`src/rtl/rx_pkt_pkg.sv`:
```
// ============================================================================
// Module   : rx_pkt_pkg
// Purpose  : Shared types and constants for the receive packet tracker:
//            FSM state encoding, default geometry and saturating-counter
//            helper.
// Ports    : none (package)
// Revision : 1.0 - initial release
// ============================================================================
`default_nettype none

package rx_pkt_pkg;

    // Default geometry: 9-bit word counter, 8-entry descriptor queue.
    localparam int unsigned DEF_LEN_W = 9;
    localparam int unsigned DEF_DEPTH = 8;
    localparam int unsigned DEF_PTR_W = 3;

    // Ceiling for the 8-bit event counters.
    localparam logic [7:0] CNT_SAT = 8'hFF;

    typedef enum logic {
        IDLE = 1'b0,
        RECV = 1'b1
    } state_t;

    // Increment that sticks at CNT_SAT instead of wrapping.
    function automatic logic [7:0] sat_inc(input logic [7:0] val);
        return (val == CNT_SAT) ? val : val + 8'd1;
    endfunction

endpackage

`default_nettype wire

```
`src/rtl/pkt_len_fifo.sv`:
```
// ============================================================================
// Module   : pkt_len_fifo
// Purpose  : Register-based circular FIFO holding completed packet lengths.
//            Wrapping read/write pointers plus an occupancy count separate
//            full from empty. The head output is registered and bypasses
//            the storage array when a push lands in the slot that will be
//            the head on the next cycle.
// Ports    : clk_i, reset_n_i      clock, async active-low reset
//            push_i, din_i         enqueue request and length
//            pop_i                 dequeue request (ignored when empty)
//            count_o               current occupancy
//            count_next_o          occupancy after this cycle's push/pop
//            head_o                oldest length, 0 when empty
//            full_o, empty_o       occupancy flags
// Revision : 1.0 - initial release
// ============================================================================
`default_nettype none

module pkt_len_fifo
    import rx_pkt_pkg::*;
#(
    parameter int unsigned LEN_W = DEF_LEN_W,
    parameter int unsigned DEPTH = DEF_DEPTH,
    parameter int unsigned PTR_W = DEF_PTR_W
) (
    input  logic             clk_i,
    input  logic             reset_n_i,
    input  logic             push_i,
    input  logic             pop_i,
    input  logic [LEN_W-1:0] din_i,
    output logic [PTR_W:0]   count_o,
    output logic [PTR_W:0]   count_next_o,
    output logic [LEN_W-1:0] head_o,
    output logic             full_o,
    output logic             empty_o
);

    localparam logic [PTR_W:0] FULL_CNT = (PTR_W+1)'(DEPTH);

    logic [LEN_W-1:0] mem_q [DEPTH];
    logic [PTR_W-1:0] wr_ptr_q, wr_ptr_d;
    logic [PTR_W-1:0] rd_ptr_q, rd_ptr_d;
    logic [PTR_W:0]   count_q, count_d;
    logic [LEN_W-1:0] head_q, head_d;

    logic w_empty;
    logic w_full;
    logic w_pop_ok;
    logic w_push_ok;

    assign w_empty   = (count_q == '0);
    assign w_full    = (count_q == FULL_CNT);
    assign w_pop_ok  = pop_i & ~w_empty;
    // A simultaneous pop frees the slot, so a push into a full queue is legal.
    assign w_push_ok = push_i & (~w_full | w_pop_ok);

    always_comb begin
        wr_ptr_d = w_push_ok ? wr_ptr_q + PTR_W'(1) : wr_ptr_q;
        rd_ptr_d = w_pop_ok  ? rd_ptr_q + PTR_W'(1) : rd_ptr_q;
        count_d  = count_q + (PTR_W+1)'(w_push_ok) - (PTR_W+1)'(w_pop_ok);
        head_d   = '0;
        if (count_d != '0) begin
            // The new head is the word being written this cycle when the
            // write slot coincides with the next read slot.
            if (w_push_ok && (wr_ptr_q == rd_ptr_d)) begin
                head_d = din_i;
            end else begin
                head_d = mem_q[rd_ptr_d];
            end
        end
    end

    always_ff @(posedge clk_i or negedge reset_n_i) begin
        if (!reset_n_i) begin
            wr_ptr_q <= '0;
            rd_ptr_q <= '0;
            count_q  <= '0;
            head_q   <= '0;
        end else begin
            wr_ptr_q <= wr_ptr_d;
            rd_ptr_q <= rd_ptr_d;
            count_q  <= count_d;
            head_q   <= head_d;
        end
    end

    // Storage needs no reset: entries are only read once the count covers them.
    always_ff @(posedge clk_i) begin
        if (w_push_ok) begin
            mem_q[wr_ptr_q] <= din_i;
        end
    end

    assign count_o      = count_q;
    assign count_next_o = count_d;
    assign head_o       = head_q;
    assign full_o       = w_full;
    assign empty_o      = w_empty;

endmodule

`default_nettype wire

```
`src/rtl/rx_pkt_tracker.sv`:
```
// ============================================================================
// Module   : rx_pkt_tracker
// Purpose  : Tracks received packets written into the receive SRAM FIFO.
//            Counts 16-bit words per packet, queues lengths of packets that
//            complete with good CRC, and presents a level interrupt plus the
//            head packet length to the CPU-side controller.
// Ports    : clk_i, reset_n_i      clock, async active-low reset
//            pkt_start_i           new packet begins
//            wr_strobe_i           one word written
//            pkt_done_i            packet complete, good CRC
//            crc_rollback_i        packet failed CRC, discarded
//            cpu_ack_i             CPU consumed the head packet
//            irq_o                 high while any packet is queued
//            pkt_count_o           queued packet count
//            head_len_o            length of oldest queued packet
//            recv_busy_o           a packet is being received
//            drop_cnt_o            saturating dropped-packet count
//            rollback_cnt_o        saturating CRC-rollback count
// Revision : 1.0 - initial release
// ============================================================================
`default_nettype none

module rx_pkt_tracker
    import rx_pkt_pkg::*;
#(
    parameter int unsigned LEN_W = DEF_LEN_W,
    parameter int unsigned DEPTH = DEF_DEPTH,
    parameter int unsigned PTR_W = DEF_PTR_W
) (
    input  logic             clk_i,
    input  logic             reset_n_i,
    input  logic             pkt_start_i,
    input  logic             wr_strobe_i,
    input  logic             pkt_done_i,
    input  logic             crc_rollback_i,
    input  logic             cpu_ack_i,
    output logic             irq_o,
    output logic [PTR_W:0]   pkt_count_o,
    output logic [LEN_W-1:0] head_len_o,
    output logic             recv_busy_o,
    output logic [7:0]       drop_cnt_o,
    output logic [7:0]       rollback_cnt_o
);

    localparam logic [LEN_W-1:0] LEN_MAX = '1;

    state_t           state_q;
    logic [LEN_W-1:0] cur_len_q;
    logic             len_ovf_q;
    logic [7:0]       drop_cnt_q;
    logic [7:0]       rollback_cnt_q;
    logic             irq_q;

    logic [LEN_W-1:0] w_len_upd;
    logic             w_ovf_upd;
    logic             w_in_recv;
    logic             w_rollback;
    logic             w_commit;
    logic             w_abort;
    logic             w_pop;
    logic             w_push;
    logic             w_drop;
    logic             w_fifo_full;
    logic             w_fifo_empty;
    logic [PTR_W:0]   w_count_next;

    // Length including this cycle's strobe; a strobe at the ceiling marks
    // the packet as too long instead of wrapping.
    assign w_len_upd = (wr_strobe_i && (cur_len_q != LEN_MAX)) ? cur_len_q + LEN_W'(1)
                                                               : cur_len_q;
    assign w_ovf_upd = len_ovf_q | (wr_strobe_i & (cur_len_q == LEN_MAX));

    assign w_in_recv  = (state_q == RECV);
    assign w_rollback = w_in_recv & crc_rollback_i;
    assign w_commit   = w_in_recv & pkt_done_i & ~crc_rollback_i;
    assign w_abort    = w_in_recv & pkt_start_i & ~pkt_done_i & ~crc_rollback_i;

    assign w_pop  = cpu_ack_i & ~w_fifo_empty;
    assign w_push = w_commit & ~w_ovf_upd & (~w_fifo_full | w_pop);
    assign w_drop = (w_commit & ~w_push) | w_abort;

    pkt_len_fifo #(
        .LEN_W (LEN_W),
        .DEPTH (DEPTH),
        .PTR_W (PTR_W)
    ) u_len_fifo (
        .clk_i        (clk_i),
        .reset_n_i    (reset_n_i),
        .push_i       (w_push),
        .pop_i        (cpu_ack_i),
        .din_i        (w_len_upd),
        .count_o      (pkt_count_o),
        .count_next_o (w_count_next),
        .head_o       (head_len_o),
        .full_o       (w_fifo_full),
        .empty_o      (w_fifo_empty)
    );

    always_ff @(posedge clk_i or negedge reset_n_i) begin
        if (!reset_n_i) begin
            state_q        <= IDLE;
            cur_len_q      <= '0;
            len_ovf_q      <= 1'b0;
            drop_cnt_q     <= '0;
            rollback_cnt_q <= '0;
            irq_q          <= 1'b0;
        end else begin
            irq_q <= (w_count_next != '0);
            if (w_drop) begin
                drop_cnt_q <= sat_inc(drop_cnt_q);
            end
            if (w_rollback) begin
                rollback_cnt_q <= sat_inc(rollback_cnt_q);
            end

            case (state_q)
                IDLE: begin
                    if (pkt_start_i) begin
                        state_q   <= RECV;
                        cur_len_q <= '0;
                        len_ovf_q <= 1'b0;
                    end
                end
                RECV: begin
                    if (crc_rollback_i || pkt_done_i) begin
                        state_q <= IDLE;
                    end else if (pkt_start_i) begin
                        // Aborted packet restarts from zero; the strobe in
                        // this cycle belongs to the abandoned packet.
                        cur_len_q <= '0;
                        len_ovf_q <= 1'b0;
                    end else begin
                        cur_len_q <= w_len_upd;
                        len_ovf_q <= w_ovf_upd;
                    end
                end
                default: state_q <= IDLE;
            endcase
        end
    end

    assign irq_o          = irq_q;
    assign recv_busy_o    = w_in_recv;
    assign drop_cnt_o     = drop_cnt_q;
    assign rollback_cnt_o = rollback_cnt_q;

endmodule

`default_nettype wire

```
`config.mk`:
```
export PLATFORM = sky130hd
export DESIGN_NAME = rx_pkt_tracker
export DESIGN_NICKNAME = d
export VERILOG_FILES = /design/src/rtl/rx_pkt_pkg.sv /design/src/rtl/pkt_len_fifo.sv /design/src/rtl/rx_pkt_tracker.sv
export SDC_FILE = /design/constraint.sdc
export NUM_CORES = 1
export LEC_CHECK = 0
export ABC_CLOCK_PERIOD_IN_PS = 5600
export CORE_MARGIN = 10
export CORE_UTILIZATION = 52
export DETAILED_ROUTE_END_ITERATION = 8
export GPL_ROUTABILITY_DRIVEN = 0
export PLACE_DENSITY_LB_ADDON = 0.05
export REMOVE_ABC_BUFFERS = 1
export SYNTH_ARGS = -nofsm -noshare
export SYNTH_HDL_FRONTEND = slang
export SYNTH_SLANG_ARGS = --single-unit
export TNS_END_PERCENT = 100
```
`constraint.sdc`:
```
create_clock -name clk_i -period 5.6 [get_ports clk_i]
set_input_delay 1.68 -clock clk_i [delete_from_list [all_inputs] [get_ports clk_i]]
set_output_delay 1.68 -clock clk_i [all_outputs]
set_load 0.03 [all_outputs]
```
* Word level (Yosys, flattened, before mapping)
Memories as Yosys holds them, arrays and structs flattened.
Index checks and enable logic that the tools add are counted.
** Storage, ports and cells
- Flip-flop bits (word level) :: 47
- RAM bits :: 72
- Input bits :: 7
- Logic and storage cells :: 75
- Memories kept :: 1
** Memory list
- u_len_fifo.mem_q :: words 8, width 9, rd ports 1, clocked after Yosys merged registers in 0, wr ports 1, line pkt_len_fifo.sv:40 : logic [LEN_W-1:0] mem_q [DEPTH];
** Cells by class
- $add $sub $neg :: 7
- Equal/unequal tests :: 8
- Multiplexer cells :: 17
- Bitwise gates (word level) :: 24
- Reduce and logical (&&, ||, !) cells :: 8
** Operator list (count)
- 2-to-1 mux 9 bit :: 6
- case mux 9 bit (2 select lines) :: 1
- adder 8 x 1 -> 8 bit, second input constant :: 2
- == test 8 bit, second input constant :: 2
- AND 1 bit :: 12
- adder 9 x 1 -> 9 bit, second input constant :: 1
- == test 9 bit, second input constant :: 1
- inequality test 9 bit, second input constant :: 1
- inverter 1 bit :: 9
- 2-to-1 mux 1 bit :: 7
- adder 3 x 1 -> 3 bit, second input constant :: 2
- AND reduction 2 bit :: 3
- adder 4 x 1 -> 4 bit :: 1
- == test 4 bit, second input constant :: 1
- zero test 4 bit :: 1
- inequality test 2 bit, second input constant :: 2
- case mux 1 bit (2 select lines) :: 2
- nonzero test 4 bit :: 1
- subtractor 4 x 1 -> 4 bit :: 1
- == test 3 bit :: 1
- 2-to-1 mux 3 bit :: 1
- bitwise OR 1 bit :: 3
- logical AND 1 bit :: 2
- logical OR 1 bit :: 1

* Longest topological paths before layout
Gate-level depths: netlist of the first run.
- Depth in word-level cells :: 11
- Gate-level depth with buffers :: 17

* By module
From an unflattened synthesis of the first run, not the netlist that was laid out.
** Unflattened totals
- Cells, all modules :: 486
- Area, all modules :: 6024.5 µm²
** By module, submodules not included
- pkt_len_fifo :: instances 1, cells an instance 345, area each 4540.6 µm², seq. area each 2637.5 µm²
- rx_pkt_tracker :: instances 1, cells an instance 141, area each 1483.9 µm², seq. area each 700.7 µm²

* Worst setup path after synthesis of the first run
OpenSTA, ideal clock, no wires.
- Path kind :: input to register
- Start point :: in cpu_ack_i
- End point :: reg u_len_fifo.head_q[8] (netlist: u_len_fifo.head_o[8])
- Arrival time :: 4.001 ns
- Required time :: 5.489 ns
- Setup slack :: 1.488 ns
- Stages on the path :: 13
- Cell sequence :: nand2_1 buf_6 buf_2 inv_1 ha_1 inv_1 ha_1 fa_1 xor2_1 or3_1 clkbuf_1 o22ai_1 a2111oi_2
** On the way
- Longest elaborated chain between the ends :: 8
- Elaborated cells between the ends (all ways) :: 13
- Those cells by class :: 2 x add/sub; 1 x eq/ne; 3 x mux; 4 x bitwise; 2 x reduce/logical; 1 x memory
** Ends and longest elaborated chain
- from (decl) :: line rx_pkt_tracker.sv:36 : input logic cpu_ack_i,
- AND 1 bit (*) :: line pkt_len_fifo.sv:53, rx_pkt_tracker.sv:78
- bitwise OR 1 bit :: line pkt_len_fifo.sv:55, rx_pkt_tracker.sv:79
- AND 1 bit :: line rx_pkt_tracker.sv:79 : assign w_push = w_commit & ~w_ovf_upd & (~w_fifo_full | w_pop);
- AND 1 bit :: line pkt_len_fifo.sv:55 : assign w_push_ok = push_i & (~w_full | w_pop_ok);
- adder 4 x 1 -> 4 bit :: line pkt_len_fifo.sv:60 : count_d = count_q + (PTR_W+1)'(w_push_ok) - (PTR_W+1)'(w_pop_ok);
- subtractor 4 x 1 -> 4 bit (*) :: line pkt_len_fifo.sv:60
- net u_len_fifo.count_next_o[2] :: line pkt_len_fifo.sv:32 : output logic [PTR_W:0] count_next_o,
- nonzero test 4 bit (*) :: line pkt_len_fifo.sv:62 : if (count_d != '0) begin
- 2-to-1 mux 9 bit (*) :: line pkt_len_fifo.sv:62
- net u_len_fifo.head_d[8] :: line pkt_len_fifo.sv:44 : logic [LEN_W-1:0] head_q, head_d;
- to (signal assigned) :: line pkt_len_fifo.sv:78 : head_q <= '0;
- to (signal assigned) :: line pkt_len_fifo.sv:83 : head_q <= head_d;
- to (decl) :: line pkt_len_fifo.sv:44
Mark *: on every way through the listed nets, which the timed path passes. The rest lies on a longest branch.
A chain may end at the register's enable or synchronous reset.

* Final worst setup path of the first run
Same ends and word-level chain as after synthesis.

==> metrics.txt, run 1 <==
first-iteration detailed-routing DRC count=a little under 300; post-CTS setup buffer count=0; CTS H-tree lvls=4; fin crit period=around 4500 ps; Via Count=about 3.8k; Yosys top cell area share=between 30% and 40%; largest family of logic cells by synthesized area=multiplexers; total track usage=17.9%; worst slew pin tran=1100 ps; CP Launch Type=primary input; Synth area leaders=edfxtp_1 (36%), dfrtp_1 (20%), mux4_2 (10%), mux2_2 (6.5%), ha_1 (2.5%); synth warn=0; Setup Skew=around 7.9 ps; full die area=about 16000 µm²; clock transition at the registers of the reported paths=60 ps; Port Buf Inserts=37; antenna cells=0; crit path kind=in -> reg; total iterations of the first detailed-routing run=7; vias in the first global route=about 4.0k; routed vias/inst=~6.0; per-cell routed wire length=around 22 µm; placed insts=~600; I/O pins=38; worst vdd ir=roughly 0.42 mV; top cell type by total area after synthesis=edfxtp_1; ys async rst share=between 30 and 40%; layout net count=493; adder-cell share of the synthesized area=2.82%; first-pass GRT wire length=between 20000 and 25000 µm; die height=between 100 and 150 µm; antenna violations before repair=0; Synth Area in XOR/XNOR=~4%; drt total wl=roughly 14000 µm; Critical Path Fanout Max=11; Post-route DRC=0; Seq cells post-synth=between 100 and 150; Max-Cap Viols=0; Yosys cell types=55; run status=complete, no violations; Leak=approximately 2.8 nW; Cell Pwr Density=557 nW/µm²; Num CTS Buffers=17; Worst slew margin=between 20% and 30%; Post-synth EDFFs=72; crit end category=flip-flop; largest net degree at the start of global routing=between 40 and 50; post-CTS sizing=0; die width=around 130 µm; Post-Synth Simple-Gate Area=a little under a tenth; Synth Flop Type=edfxtp_1; gr ovfl total=0; Synth Instances=between 400 and 500; mapped cell area=6030 µm²; RSZ-0062 raised after global routing=false; fin cells=629; CTS sink cnt=between 100 and 150; Final Max Slew Viols=0; sequential area share after synthesis=a little under three fifths; clock root cell=clkbuf_16; Hold Crit Class=reg -> reg; Max clock buf depth=2; fmax=between 200 and 250 MHz; total negative slack=0 ps; CP Data Required Time=5890 ps; hold_buf cts=0; Tcrit/Tclk final=80.8%; worst hold margin=between 400 and 500 ps; Initial Utilization=53.0%; hpwl dp=roughly 9000 µm; post-synthesis mux area share=19.2%; CP arrival=just under 5000 ps; Setup Viol. Count Final=0; row count=39; Worst-Skew Late Latency=420 ps; ANT nets after route=0; CTS tree=yes; share of cells above drive strength 1=about a quarter; synthesized area per cell=14.2 µm²; Hold Fails Final Rpt=0; area of the core=approximately 11000 µm²; Syn-to-layout area delta=19.2%; Synth Area in Compound Gates=under 10%
critical path, stage by stage:
cell and delay (ps):
clkdlybuf4s50_1 540, nor2b_1 220, o211a_1 390, ha_1 300, a21o_1 180, a21oi_1 160
xor2_1 710, o22ai_1 240, a2111oi_2 390
per-layer routing:
| layer | global-route usage [%] | vias to the layer above | share of wire [%] |
|---|---|---|---|
| li1 | - | 1738 | - |
| met1 | 22.9 | 1944 | 44 |
| met2 | 28.2 | 71 | 50 |
| met3 | 5.25 | 17 | 4.7 |
| met4 | 6.82 | 0 | 1.3 |
| met5 | 0 | - | 0 |
sequential cells by signal, summed over array words and instances, names as in the netlist:
register             flops
irq_o                    1
cur_len_q                9
u_len_fifo.rd_ptr_q      3
u_len_fifo.head_o        9
len_ovf_q                1
u_len_fifo.count_o       4
u_len_fifo.mem_q        72
rollback_cnt_o           8
recv_busy_o              1
drop_cnt_o               8
u_len_fifo.wr_ptr_q      3
synth_stat cells, types with 2 or more instances:
cell type,instances
mux2i_1,11
nand4_1,5
a2111oi_2,7
clkbuf_1,11
o22ai_1,7
o211a_1,3
a21bo_1,2
a21oi_1,3
o31ai_1,3
xor2_1,12
nand2b_1,6
nand3_1,8
nor3_1,20
ha_1,12
nor2b_1,2
o2111ai_1,2
dfrtp_1,47
nor2_1,17
nand3b_1,2
mux2_1,4
edfxtp_1,72
o21ai_0,10
nand2_1,18
mux4_2,27
xnor2_1,15
mux2_2,35
and3_1,9
nor4_1,2
or3b_1,2
inv_1,18
buf_2,7
a22o_1,2
kinds of logic (layout without fill, tap and decap cells):
family                     Yosys count  in the layout
muxes                               77             77
AOI/OAI and AO/OA                   48             48
and+or+nand+nor                    102            102
DFF                                119            119
adders and majority gates           13             13
buffers and inverters               38            100
xor gates and xnor gates            27             27
layout make-up:
cell class	count	area, µm²
fillers	892	4190
multi-input cells	267	2530
clock inverters	14	183
flip-flops and latches	119	3340
well taps	143	179
inverters	19	71.3
repair buffers	49	455
clock buffers	18	429
cell usage in the layout (no fill, tap or decap), types with 2 or more instances in the layout:
cell             instances
buf_4                   12
edfxtp_1                72
mux2i_1                 11
clkbuf_16               17
bufinv_16                4
nor3_1                  20
o2111ai_1                2
nand3_1                  8
nor4_1                   2
xor2_1                  12
nand2b_1                 6
o211a_1                  3
ha_1                    12
clkinv_2                 5
mux4_2                  27
clkdlybuf4s50_1         36
o21ai_0                 10
inv_1                   18
nand3b_1                 2
clkinv_4                 3
a22o_1                   2
nand4_1                  5
mux2_1                   4
and3_1                   9
o31ai_1                  3
xnor2_1                 15
or3b_1                   2
dfrtp_1                 47
o22ai_1                  7
nor2b_1                  2
a2111oi_2                7
a21oi_1                  3
nand2_1                 18
a21bo_1                  2
mux2_2                  35
nor2_1                  17
power by group:
part,internal [W],leakage [nW],switching (W)
clock network,0.000739,0.301,0.000378
registers,0.00106,1.29,0.000114
logic,0.000788,1.25,0.000924
total,0.00258,2.84,0.00142
per-stage QoR:
step                      utilization [%]  total power, W  setup WS, ps  instance area (µm²)
after floorplan                         -         0.00239          1390                 5940
after global routing                 63.2         0.00421           906                 7180
final                                63.2         0.00400          1080                 7180
after detailed placement             57.8         0.00290           689                 6570
after CTS                            63.2         0.00403          1130                 7180
after global placement               57.8         0.00285           849                 6570
final timing paths:
check | startpoint | end | slack (ps) | cells past startpoint
min in group asynchronous | reset_n_i | drop_cnt_o[5]$_DFFE_PN0P_ | 1480 | 1
worst min-delay path | len_ovf_q$_DFFE_PN0P_ | len_ovf_q$_DFFE_PN0P_ | 490 | 2
max in group asynchronous | reset_n_i | cur_len_q[4]$_DFFE_PN0P_ | 3450 | 1
worst max register to register | cur_len_q[0]$_DFFE_PN0P_ | u_len_fifo.head_o[8]$_DFF_PN0_ | 1760 | 13
worst min register to register | len_ovf_q$_DFFE_PN0P_ | len_ovf_q$_DFFE_PN0P_ | 490 | 2
worst max-delay path | cpu_ack_i | u_len_fifo.head_o[8]$_DFF_PN0_ | 1080 | 9
(Power assumes the default switching activity.)
==> run 2: changes to the inputs <==
--- a/config.mk
+++ b/config.mk
@@ -5,7 +5,7 @@
 export SDC_FILE = /design/constraint.sdc
 export NUM_CORES = 1
 export LEC_CHECK = 0
-export ABC_CLOCK_PERIOD_IN_PS = 5600
+export ABC_CLOCK_PERIOD_IN_PS = 3750
 export CORE_MARGIN = 10
 export CORE_UTILIZATION = 52
 export DETAILED_ROUTE_END_ITERATION = 8
==> constraint.sdc (replaced) <==
create_clock -name clk_i -period 3.75 [get_ports clk_i]
set_input_delay 1.125 -clock clk_i [delete_from_list [all_inputs] [get_ports clk_i]]
set_output_delay 1.125 -clock clk_i [all_outputs]
set_load 0.03 [all_outputs]
==> run 2 against run 1 <==
  * Hold slack improved by 6.5 ps
  * Core utilization grew 0.72 points
  * Critical path depth increased by 5
  * Clock skew decreased by 1.1 ps
  * First-iteration DRC count increased by 0.34%
  * Combinational power is 54% higher
==> metrics.txt, run 2 (synthesis results as in run 1) <==
crit end category=flip-flop; Syn-to-layout area delta=20.6%; total track usage=18.1% (+0.17 points); switching share of total power=35.1% (-0.33 points); Final Instance Area=7270 µm² (+1.1%); gr ovfl total=0 (unchanged); Setup Viol. Count Final=0 (unchanged); worst hold margin=493 ps (+6.46 ps); Initial Utilization=53.0% (unchanged); area of the core=11400 µm² (unchanged); placed insts=610 (+2.2%); first-pass GRT wire length=22300 µm (+0.94%); Hold EP=len_ovf_q$_DFFE_PN0P_; CTS sink cnt=119 (unchanged); Final Max Slew Viols=0 (unchanged); hold depth=2 (unchanged); first-iteration detailed-routing DRC count=299 (+0.34%); antenna violations before repair=0 (unchanged); Critical Path Fanout Max=8 (-3); largest net degree at the start of global routing=31 (-35%); Via Count=3868 (+2.6%); Port Buf Inserts=37 (unchanged); Hold Crit Class=reg -> reg; row count=39 (unchanged); per-cell routed wire length=21.8 µm (-0.77%); sw power=0.00212 W (+49%); met3 GRT Util=4.92% (-0.33 points); run status=complete, no violations; drt total wl=14000 µm (+1.3%); CP Launch Type=flip-flop; ANT nets after route=0 (unchanged); die height=128 µm (unchanged); I/O pins=38 (unchanged); Post-route DRC=0 (unchanged); Max clock buf depth=2 (unchanged); total negative slack=0 ps (unchanged); RSZ-0062 raised after global routing=false; Comb power frac=43.5% (+0.7 points); layout net count=506 (+2.6%); Setup Skew=6.80 ps (-1.11 ps); Worst-Skew Late Latency=420 ps (about the same); post-CTS sizing=0 (unchanged); routed vias/inst=6.02 (+0.52%); R2R Path Start=u_len_fifo.count_o[2]$_DFF_PN0_; reg-to-reg critical path endpoint=u_len_fifo.head_o[7]$_DFF_PN0_; full die area=16300 µm² (unchanged); worst slew pin tran=615 ps (-481 ps); fin crit period=3440 ps; worst-case reg-to-reg path depth=14 (+1); clock transition at the registers of the reported paths=50 ps (about the same); reg2reg setup slack=310 ps (-1450 ps); met2 Usage GRT=27.2% (-1.1 points); Pint=0.00392 W (+52%); Max-Cap Viols=0 (unchanged); Cell Pwr Density=830 nW/µm² (+49%); max reg flops=72 (unchanged); vias in the first global route=3902 (-1.9%); gr busiest metal=met2; most frequent cells in the layout=edfxtp_1 (72), dfrtp_1 (47), clkdlybuf4s50_1 (36); Num CTS Buffers=17 (unchanged); clock root cell=clkbuf_16; hold_buf cts=0 (unchanged); CTS tree=yes; antenna cells=0 (unchanged); Hold Fails Final Rpt=0 (unchanged); CTS H-tree lvls=4 (unchanged); Top reg by flops=u_len_fifo.mem_q; part of the power in registers=29.1% (-0.2 points); CP arrival=3740 ps (-1080 ps); fin cells=642 (+2.1%); Worst slew margin=58.9% (+32 points); post-CTS setup buffer count=0 (unchanged); total iterations of the first detailed-routing run=6 (-1); origin of the worst min-delay path=len_ovf_q$_DFFE_PN0P_; GR met1 Demand/Resource=24.4% (+1.5 points); fmax=291 MHz; commonest non-fill, non-tap cell in the layout=edfxtp_1; crit path kind=reg -> reg; Leak=2.88 nW (+1.6%); worst vdd ir=1.22 mV (+190%); Tcrit/Tclk final=around nine tenths; Post-DP Area=6670 µm² (+1.5%); die width=128 µm (unchanged); fillers=858 (-3.8%); share of cells above drive strength 1=25.3% (+0.76 points); clock power share=27.3% (-0.6 points); CP Data Required Time=4050 ps (-1840 ps); hpwl dp=9390 µm (+2.4%)
[run 2: cell count changes in the layout (fill, tap and decap cells not counted)]
| cell | delta |
|---|---|
| clkbuf_1 | +3 |
| clkinvlp_4 | +1 |
| clkinv_2 | -4 |
| clkinv_1 | +3 |
| buf_4 | +13 |
| clkinv_4 | -3 |
[run 2: routing by layer]
metal  vias to the layer above  part of all wire (%)
met4                         0                   2.0
met1                      1975                    45
li1                       1755                     -
met3                        25                   5.7
met5                         -                     0
met2                       113                    47
[run 2: power groups by stage]
stage / clock network, W / logic, W / registers, W
after floorplan: 0 / 0.00151 / 0.00206
after global routing: 0.00173 / 0.00283 / 0.00178
final: 0.00165 / 0.00263 / 0.00176
after global placement: 0 / 0.00256 / 0.00177
after CTS: 0.00167 / 0.00264 / 0.00176
after detailed placement: 0 / 0.00263 / 0.00178
[run 2: worst max-delay path, cell delays in order (launching register included)]
cell and delay (ps):
dfrtp_1 390, inv_1 100, ha_1 230, or3b_1 480
nand2_1 130, inv_1 50, ha_1 270, inv_1 40
ha_1 200, fa_1 380, xor2_1 190, or3_1 490
nor2_1 200, inv_1 80, o311a_1 110
[run 2: worst max-delay path by stage]
| stage | start | end | slack (ps) | cells past startpoint |
|---|---|---|---|---|
| 5_1_grt | u_len_fifo.count_o[2]$_DFF_PN0_ | u_len_fifo.head_o[7]$_DFF_PN0_ | 90 | 14 |
| 4_1_cts | u_len_fifo.count_o[2]$_DFF_PN0_ | u_len_fifo.head_o[7]$_DFF_PN0_ | 320 | 14 |
| 6_report | u_len_fifo.count_o[2]$_DFF_PN0_ | u_len_fifo.head_o[7]$_DFF_PN0_ | 310 | 14 |
| 2_1_floorplan | u_len_fifo.count_o[2]$_DFF_PN0_ | u_len_fifo.head_o[7]$_DFF_PN0_ | -20 | 14 |
| 3_3_place_gp | cpu_ack_i | u_len_fifo.head_o[7]$_DFF_PN0_ | 30 | 12 |
| 3_5_place_dp | cpu_ack_i | u_len_fifo.head_o[8]$_DFF_PN0_ | -60 | 11 |
[run 2: metrics by stage]
step	setup slack, ps	power, W	utilization (%)
floorplan	-19.4	0.00357	-
global placement	26.4	0.00433	58.7
detailed placement	-64.0	0.00441	58.7
CTS	316	0.00607	63.9
global route	85.6	0.00635	63.9
finish	309	0.00603	63.9
[run 2: final cells by class]
type	count	area [µm²]	area share (%)
clock inverter	11	155	2.14
sequential	119	3340	45.9
inverter	19	71.3	0.982
tap	143	179	2.46
clock buffer	21	440	6.06
multi-input combinational	267	2530	34.8
timing repair buffer	62	553	7.61
